[src/rtl/enemy_wave_grid.sv]
// ROWS x COLS enemy formation: marches sideways, drops and reverses at the edges, kill-on-hit.
// Optional WAVE_SPEEDUP_EN shortens the march period as the formation thins out.
module enemy_wave_grid #(
    parameter int          COLS    = 4,
    parameter int          ROWS    = 2,
    parameter int          SPR_W   = 16,
    parameter int          SPR_H   = 16,
    parameter int          GAP_X   = 8,
    parameter int          GAP_Y   = 8,
    parameter int          START_X = 64,
    parameter int          START_Y = 40,
    parameter int          X_MIN   = 0,
    parameter int          X_MAX   = 639,
    parameter int          STEP_X  = 4,
    parameter int          DROP_Y  = 8,
    parameter int          Y_LIMIT = 400,
    parameter logic [7:0]  COLOR   = 8'hE0
) (
    input  logic                 clk,
    input  logic                 rst,
    input  logic                 pix_en,
    input  logic                 pause,
    input  logic                 game_start_on,
    input  logic                 game_over_on,
    input  logic                 hit_w_enemy,
    input  logic [9:0]           x,
    input  logic [9:0]           y,
    input  logic [23:0]          wave_speed,
    output logic                 is_active,
    output logic                 e_w_on,
    output logic [7:0]           rgb,
    output logic [ROWS*COLS-1:0] alive_mask,
    output logic                 kill_pulse,
    output logic                 wave_cleared,
    output logic                 reached_bottom
);
    localparam int N       = ROWS * COLS;
    localparam int FW      = COLS * SPR_W + (COLS - 1) * GAP_X;
    localparam int FH      = ROWS * SPR_H + (ROWS - 1) * GAP_Y;
    localparam int PITCH_X = SPR_W + GAP_X;
    localparam int PITCH_Y = SPR_H + GAP_Y;

    localparam logic [1:0] S_IDLE    = 2'd0;
    localparam logic [1:0] S_MARCH   = 2'd1;
    localparam logic [1:0] S_CLEARED = 2'd2;
    localparam logic [1:0] S_LANDED  = 2'd3;

    logic [1:0]   r_state;
    logic [10:0]  r_wave_x;
    logic [10:0]  r_wave_y;
    logic         r_dir_left;
    logic [23:0]  r_cnt;
    logic [N-1:0] r_alive;
    logic         r_kill_pulse;
    logic         r_cleared;

    logic [10:0]     w_px;
    logic [10:0]     w_py;
    logic [COLS-1:0] w_col_hit;
    logic [ROWS-1:0] w_row_hit;
    logic [N-1:0]    w_hit_vec;
    logic [N-1:0]    w_alive_next;
    logic            w_visible;
    logic            w_kill;
    logic            w_clear_now;
    logic [23:0]     w_speed_sel;
    logic [23:0]     w_period;
    logic            w_step;
    logic            w_drop;
    logic [10:0]     w_y_drop;
    logic            w_land;

    assign w_px = {1'b0, x};
    assign w_py = {1'b0, y};

    // Sprite decode: a pixel is inside column c / row r only over the sprite body, never the gap.
    always_comb begin
        w_col_hit = '0;
        w_row_hit = '0;
        w_hit_vec = '0;
        for (int c = 0; c < COLS; c++) begin
            w_col_hit[c] = (w_px >= r_wave_x + 11'(c * PITCH_X)) &&
                           (w_px <  r_wave_x + 11'(c * PITCH_X + SPR_W));
        end
        for (int r = 0; r < ROWS; r++) begin
            w_row_hit[r] = (w_py >= r_wave_y + 11'(r * PITCH_Y)) &&
                           (w_py <  r_wave_y + 11'(r * PITCH_Y + SPR_H));
        end
        for (int r = 0; r < ROWS; r++) begin
            for (int c = 0; c < COLS; c++) begin
                w_hit_vec[r*COLS+c] = w_row_hit[r] & w_col_hit[c] & r_alive[r*COLS+c];
            end
        end
    end

    assign w_visible    = (r_state == S_MARCH) || (r_state == S_LANDED);
    assign e_w_on       = w_visible && (|w_hit_vec);
    assign rgb          = e_w_on ? COLOR : 8'h00;
    assign w_kill       = (r_state == S_MARCH) && !pause && pix_en && hit_w_enemy && e_w_on;
    assign w_alive_next = r_alive & ~w_hit_vec;
    assign w_clear_now  = w_kill && (w_alive_next == '0);

`ifdef WAVE_SPEEDUP_EN
    int w_alive_cnt;
    always_comb begin
        w_alive_cnt = 0;
        for (int i = 0; i < N; i++) begin
            w_alive_cnt = w_alive_cnt + int'(r_alive[i]);
        end
        if (w_alive_cnt == 1)
            w_speed_sel = wave_speed >> 2;
        else if (w_alive_cnt <= N / 2)
            w_speed_sel = wave_speed >> 1;
        else
            w_speed_sel = wave_speed;
    end
`else
    assign w_speed_sel = wave_speed;
`endif

    assign w_period = (w_speed_sel == 24'd0) ? 24'd1 : w_speed_sel;
    assign w_step   = r_cnt >= (w_period - 24'd1);

    // Edge tests use the whole formation footprint, independent of which columns survive.
    assign w_drop   = r_dir_left ? (r_wave_x < 11'(X_MIN + STEP_X))
                                 : ((r_wave_x + 11'(STEP_X + FW - 1)) > 11'(X_MAX));
    assign w_y_drop = r_wave_y + 11'(DROP_Y);
    assign w_land   = (w_y_drop + 11'(FH - 1)) >= 11'(Y_LIMIT);

    always_ff @(posedge clk or posedge rst) begin
        if (rst) begin
            r_state      <= S_IDLE;
            r_wave_x     <= 11'(START_X);
            r_wave_y     <= 11'(START_Y);
            r_dir_left   <= 1'b0;
            r_cnt        <= 24'd0;
            r_alive      <= '0;
            r_kill_pulse <= 1'b0;
            r_cleared    <= 1'b0;
        end else begin
            r_kill_pulse <= 1'b0;
            r_cleared    <= 1'b0;
            if (game_start_on) begin
                r_state    <= S_MARCH;
                r_wave_x   <= 11'(START_X);
                r_wave_y   <= 11'(START_Y);
                r_dir_left <= 1'b0;
                r_cnt      <= 24'd0;
                r_alive    <= '1;
            end else if (game_over_on) begin
                r_state <= S_IDLE;
            end else if ((r_state == S_MARCH) && !pause) begin
                if (w_kill) begin
                    r_alive      <= w_alive_next;
                    r_kill_pulse <= 1'b1;
                    if (w_clear_now) begin
                        r_cleared <= 1'b1;
                        r_state   <= S_CLEARED;
                    end
                end
                if (w_step) begin
                    r_cnt <= 24'd0;
                    if (w_drop) begin
                        r_wave_y   <= w_y_drop;
                        r_dir_left <= ~r_dir_left;
                        if (w_land && !w_clear_now)
                            r_state <= S_LANDED;
                    end else if (r_dir_left) begin
                        r_wave_x <= r_wave_x - 11'(STEP_X);
                    end else begin
                        r_wave_x <= r_wave_x + 11'(STEP_X);
                    end
                end else begin
                    r_cnt <= r_cnt + 24'd1;
                end
            end
        end
    end

    assign is_active      = (r_state == S_MARCH);
    assign reached_bottom = (r_state == S_LANDED);
    assign alive_mask     = r_alive;
    assign kill_pulse     = r_kill_pulse;
    assign wave_cleared   = r_cleared;

endmodule

[config.mk]
export PLATFORM = sky130hd
export DESIGN_NAME = enemy_wave_grid
export DESIGN_NICKNAME = d
export VERILOG_FILES = /design/src/rtl/enemy_wave_grid.sv
export SDC_FILE = /design/constraint.sdc
export NUM_CORES = 1
export LEC_CHECK = 0
export BUFFER_PORTS_ARGS = -buffer_cell sky130_fd_sc_hd__buf_2
export CORE_ASPECT_RATIO = 0.7
export CORE_MARGIN = 8
export CORE_UTILIZATION = 65
export DETAILED_ROUTE_END_ITERATION = 6
export GPL_TIMING_DRIVEN = 1
export PLACE_DENSITY = 0.89
export SLEW_MARGIN = 15
export SYNTH_ARGS = -nofsm -noshare
export SYNTH_HDL_FRONTEND = slang
export SYNTH_SLANG_ARGS = --single-unit
[constraint.sdc]
create_clock -name clk -period 9.7 [get_ports clk]
set_clock_uncertainty 0.2 [all_clocks]
set_input_delay 1.94 -clock clk [delete_from_list [all_inputs] [get_ports clk]]
set_output_delay 1.94 -clock clk [all_outputs]
set_load 0.01 [all_outputs]
Word-level counts from Yosys, hierarchy flattened
Cells that the tools add are included.
{ "totals": {"elab_cells": 136, "regBits": 59, "output_inout_bits": 21, "input_bits": 51} }
{ "op_classes": {"n_eq_ne": 4, "reduce_logical": 28, "bitwise_logic": 19, "n_mux": 44, "n_lt_le_gt_ge": 16, "addsub": 17} }
{ "ops": {"columns": ["op", "n"], "rows": [
  ["$mux W11", 11],
  ["$mux W24", 5],
  ["$ge A10 B11 Y1", 6],
  ["$lt A10 B11 Y1", 6],
  ["$add A11 B5 Y11 const B", 4],
  ["$add A11 B6 Y11 const B", 4],
  ["$add A11 B7 Y11 const B", 4],
  ["$mux W8", 5],
  ["$add A24 B1 Y24 const B", 1],
  ["$ge A24 B24 Y1", 1],
  ["$logic_not A24 Y1", 1],
  ["$sub A24 B1 Y24 const B", 1],
  ["$and A1 B1 Y1", 16],
  ["$mux W2", 8],
  ["$mux W1", 15],
  ["$logic_and A1 B1 Y1", 13],
  ["$add A11 B3 Y11 const B", 1],
  ["$add A11 B4 Y11 const B", 1],
  ["$ge A11 B9 Y1 const B", 1],
  ["$gt A11 B10 Y1 const B", 1],
  ["$lt A11 B3 Y1 const B", 1],
  ["$sub A11 B3 Y11 const B", 1],
  ["$and A8 B8 Y8", 1],
  ["$logic_not A8 Y1", 1],
  ["other kinds (13)", 19]
]} }

Depth between registers and ports, before layout
{ "depth": {"ltp_word": 17, "ltp_mapped": 22, "depth_no_buf": 20} }

Worst setup path before layout
No wires, ideal clock.
{ "synth_timing": {"path_type": "input port to flip-flop", "start": "in wave_speed[5]", "end": "reg r_wave_x[5]", "n_path_buf": 2, "required_time_ns": 9.375, "setup_time_ns": 0.125, "cell_stages": 22, "path_slack_ns": 2.520, "arrival_ns": 6.855, "cell_sequence": "or4_4 -> or3_4 -> or4b_4 -> or3_4 -> nand2b_1 -> inv_1 -> a21oi_1 -> ha_1 -> nand2_1 -> or2_2 -> clkbuf_1 -> nor4b_1 -> xnor2_1 -> ha_1 -> a2111oi_0 -> o221ai_1 -> o211ai_1 -> o211ai_1 -> o311ai_1 -> clkbuf_1 -> a21oi_1 -> mux2_2"} }
{ "synth_via": {"elab_chain_cells": 6} }
{ "synth_lines": {"columns": ["item", "line", "text"], "rows": [
  ["from (decl)", "28", "input logic [23:0] wave_speed,"],
  ["$logic_not A24 Y1", "121", "assign w_period = (w_speed_sel == 24'd0) ? 24'd1 : w_speed_sel;"],
  ["$mux W24 *", "121", null],
  ["$sub A24 B1 Y24 *", "122", "assign w_step = r_cnt >= (w_period - 24'd1);"],
  ["$ge A24 B24 Y1 *", "122", null],
  ["$reduce_bool A2 Y1 (no source line) *", null, null],
  ["$reduce_and A4 Y1 (no source line) *", null, null],
  ["to (signal assigned)", "133", "r_wave_x <= 11'(START_X);"],
  ["to (signal assigned)", "145", "r_wave_x <= 11'(START_X);"],
  ["to (signal assigned)", "169", "r_wave_x <= r_wave_x - 11'(STEP_X);"],
  ["to (decl)", "49", "logic [10:0] r_wave_x;"]
]} }
Every way passes the cells marked *; elsewhere a longest branch is shown, timed or not.
A chain may end at the register's enable or synchronous reset.

Final worst setup path
{ "layout_timing": {"start": "in wave_speed[5]", "end": "reg r_cnt[18]"} }
{ "layout_via": {"elab_chain_cells": 8} }
{ "layout_lines": {"columns": ["item", "line", "text"], "rows": [
  ["$logic_not A24 Y1", "121", null],
  ["$mux W24 *", "121", null],
  ["$sub A24 B1 Y24 *", "122", null],
  ["$ge A24 B24 Y1 *", "122", null],
  ["$mux W24 *", "161", "if (w_step) begin"],
  ["$mux W24 *", "152", "end else if ((r_state == S_MARCH) && !pause) begin"],
  ["$mux W24 *", "150", "end else if (game_over_on) begin"],
  ["$mux W24 *", "143", "if (game_start_on) begin"],
  ["to (signal assigned)", "174", "r_cnt <= r_cnt + 24'd1;"],
  ["to (decl)", "52", "logic [23:0] r_cnt;"]
]} }
Every way passes the cells marked *; elsewhere a longest branch is shown, timed or not. The select of a mux whose other input is x is not followed.

==> metrics.md <==
| Metric | Value |
|---|---|
| Vias in the first global route | `6500` |
| Max-slew violation count | `0` |
| Post-synth top flop | `dfrtp_1` |
| Port bufs | `66` |
| Initial Utilization | `about two thirds` |
| Root Driver | `clkbuf_16` |
| Slew Limit Headroom | `approximately 28%` |
| Die Y | `roughly 100 microns` |
| Final std cells w/o fill | `983` |
| Hold_buf cts | `0` |
| Fmax | `129 MHz` |
| Die W | `about 140 microns` |
| Num CTS Buffers | `5` |
| Buffers & Inverters on Critical Path | `2` |
| CP startpoint kind | `input port` |
| Clock transition at path regs | `around 0.070 ns` |
| Status | `completed` |
| Final nets | `1017` |
| RSZ-0062 raised after global routing | `no` |
| IO Pins | `72` |
| Crit. End Element | `register` |
| Synth Instances | `806` |
| Post-Syn Area per Cell | `approximately 8.3 sq um` |
| Diode count | `0` |
| Register bit total from synthesis | `54` |
| Core area | `approximately 10000 sq um` |
| Most used cell, CP | `nor2_1` |
| Routed wire length per instance | `roughly 19 microns` |
| Synth top area share | `a little over a fifth` |
| Die area | `13800 sq um` |
| Design Area, Final | `between 7000 and 8000 sq um` |
| Row Count | `31` |
| Final min period | `7.75 ns` |
| Power Density | `between 70 and 80 nW/um^2` |
| GP Congestion | `between 1 and 1.5` |
| VDD IR-drop max | `0.0641 mV` |
| Post-synth ARST share | `between 90% and 100%` |
| Clock sink total | `54` |
| Seq/Total Area, Yosys | `roughly a fifth` |
| CP peak stage delay | `between 0.8 and 0.9 ns` |
| Critical-path top delay cell | `nor2_1` |
| Fin Setup TNS | `0 ns` |
| Critical path type | `input port to register` |
| Worst path required time | `around 9.6 ns` |
| Initial antenna violation count | `0` |
| Area leader, netlist | `ha_1` |
| CTS tree | `yes` |
| Largest net degree at the start of global routing | `55` |
| Synth-to-layout area growth | `7.89%` |
| Final Hold Viols | `0` |
| DRT iter0 DRCs | `701` |
| Library cells used by synthesis | `73` |
| Worst Path Max Fanout | `18` |
| Count of max-cap constraint violations | `0` |
| Min-Delay Path Class | `register to register` |
| Post-synth EDFFs | `0` |
| First-pass GRT wire length | `approximately 31 mm` |
| Top Family by Delay on Critical Path | `simple AND/OR/NAND/NOR gates` |
| Pre-Repair DR Iteration Count | `6` |
| Final setup vio count | `0` |
| H-tree depth | `2` |
| Clock Latency Late Sink | `approximately 0.30 ns` |
| Via count | `around 6500` |
| P_leak | `approximately 3.1 nW` |
| YS warnings | `0` |
| Routed WL | `around 19 mm` |
| Post-route antenna net violation count | `0` |
| Cells after DPL | `between 900 and 1000` |
| Number of setup buffers added after CTS | `0` |
| Vias per cell | `between 6 and 7` |
| Detail Placement HPWL | `~15 mm` |
| Placed inst area | `~7000 sq um` |
| Worst hold slack | `approximately 0.34 ns` |
| CTS Buffer Depth | `2` |
| CP Data Arrival Time | `a little under 8 ns` |
| GRT Overall Usage | `a little over a quarter` |
| Overflow after GRT | `0` |
| Area contributors post-synth | `ha_1 (22%), dfrtp_1 (19%), xnor2_1 (9.5%)` |
| Worst Max-Slew Pin Slew | `about 1.1 ns` |
| Post-synthesis cell area | `~6700 sq um` |
| CTS resizes | `0` |
| Fraction of the cycle the final worst path needs | `about four fifths` |
| CP Cell Sequence | `buf_2 -> or4_4 -> or3_4 -> or4b_4 -> or3_4 -> nand2b_1 -> inv_1 -> a21oi_1 -> ha_1 -> nand2_1 -> or2_2 -> nor4_1 -> xnor2_1 -> ha_1 -> nand4_1 -> nor2_1 -> o2111ai_1 -> a21oi_1 -> nor3_1 -> nor2_1 -> nor2_1` |
| Fraction of layout cells with a size suffix above 1 | `between 10% and 20%` |
| Drc violations | `0` |
[stage by stage]
step	total power [mW]	setup WS, ns	utilization (%)
4_1_cts	0.537	1.92	70.6
5_1_grt	0.563	1.63	70.7
3_3_place_gp	0.340	1.94	69.1
6_report	0.540	1.95	70.7
2_1_floorplan	0.308	2.52	-
3_5_place_dp	0.347	1.63	69.1
[cells in the mapped netlist, drive strengths merged (12+ instances only)]
| cell type | count |
|---|---|
| nand2 | 46 |
| o21ai | 40 |
| xor2 | 20 |
| inv | 39 |
| or3 | 13 |
| dfrtp | 51 |
| a21oi | 42 |
| nand3 | 30 |
| buf | 12 |
| xnor2 | 72 |
| nand4 | 19 |
| nor3 | 18 |
| clkbuf | 22 |
| nor2 | 87 |
| ha | 116 |
[cell families (layout without fill, tap and decap cells)]
kind of cell / count (synthesis) / count (layout) / share of synthesized area (%)
xor gates and xnor gates: 92 / 92 / 12.1
DFF: 54 / 54 / 20.3
adders and majority gates: 116 / 116 / 21.8
other: 1 / 5 / 0.0563
muxes: 4 / 4 / 0.639
and+or+nand+nor: 271 / 271 / 20.6
AOI/OAI and AO/OA: 193 / 193 / 19.8
buffers and inverters: 75 / 116 / 4.68
[report_power, final]
group / internal, mW / switching, mW / total (mW) / leakage [nW]
logic: 0.0460 / 0.0701 / 0.116 / 2.32
registers: 0.227 / 0.00341 / 0.230 / 0.697
clock network: 0.104 / 0.0896 / 0.194 / 0.0770
total: 0.377 / 0.163 / 0.540 / 3.10
[path summary, 6_finish.rpt]
check,cells after the start,slack (ns),endpoint,start
max,21,1.95,r_cnt[18]$_DFFE_PP0P_,wave_speed[5]
min,1,0.34,r_cnt[6]$_DFFE_PP0P_,r_cnt[6]$_DFFE_PP0P_
max reg2reg,13,5.40,alive_mask[6]$_DFFE_PP0P_,r_wave_x[7]$_DFFE_PP0P_
min reg2reg,1,0.34,r_cnt[6]$_DFFE_PP0P_,r_cnt[6]$_DFFE_PP0P_
max in group asynchronous,2,7.15,alive_mask[3]$_DFFE_PP0P_,rst
min in group asynchronous,2,1.60,r_wave_y[8]$_DFFE_PP0P_,rst
[registers in the layout, indices dropped and copies added (netlist names)]
name / flops
r_cnt: 24
alive_mask: 8
r_wave_y: 8
r_wave_x: 9
r_state: 2
wave_cleared: 1
r_dir_left: 1
kill_pulse: 1
[placed cells by master (no fill, tap or decap), types with 8 or more instances in the layout]
cell type and instances:
o22a_1 8, o21ai_0 40, xor2_1 20, dfrtp_1 51, nand4_1 19, buf_2 66
a31oi_1 10, a21oi_1 42, o211ai_1 11, or3_1 11, a21o_1 10, xnor2_1 72
nand3_1 30, nor2_1 87, nor4_1 11, nand2_1 46, nand2b_1 8, o21a_1 8
inv_1 36, ha_1 116, nor3_1 17
[final cells by class]
| cell class | instances | area, sq um |
|---|---|---|
| Clock inverter | 2 | 17.5 |
| Sequential cell | 54 | 1360 |
| Multi-Input combinational cell | 681 | 5010 |
| Clock buffer | 6 | 139 |
| Timing Repair Buffer | 67 | 338 |
| Tap cell | 132 | 165 |
| Inverter | 41 | 155 |
| Fill cell | 744 | 2980 |
[routing by layer]
metal	vias up	share of wire, %	track usage (%)
met3	37	10	6.57
met4	0	1.5	7.74
li1	3025	-	-
met2	341	44	42.6
met1	3052	44	37.0
met5	-	0	0
[worst register-to-register path, stage by stage, from the launching register on]
cell,delay [ns]
dfrtp_1,0.58
clkinv_1,0.41
ha_1,0.42
inv_1,0.05
ha_1,0.28
o21ai_0,0.21
a21oi_1,0.07
a2111oi_0,0.70
o211a_1,0.29
o21ai_0,0.14
o22a_1,0.27
a31o_2,0.33
inv_1,0.13
a31oi_1,0.10
No activity file was read; power rests on OpenSTA's default activity.
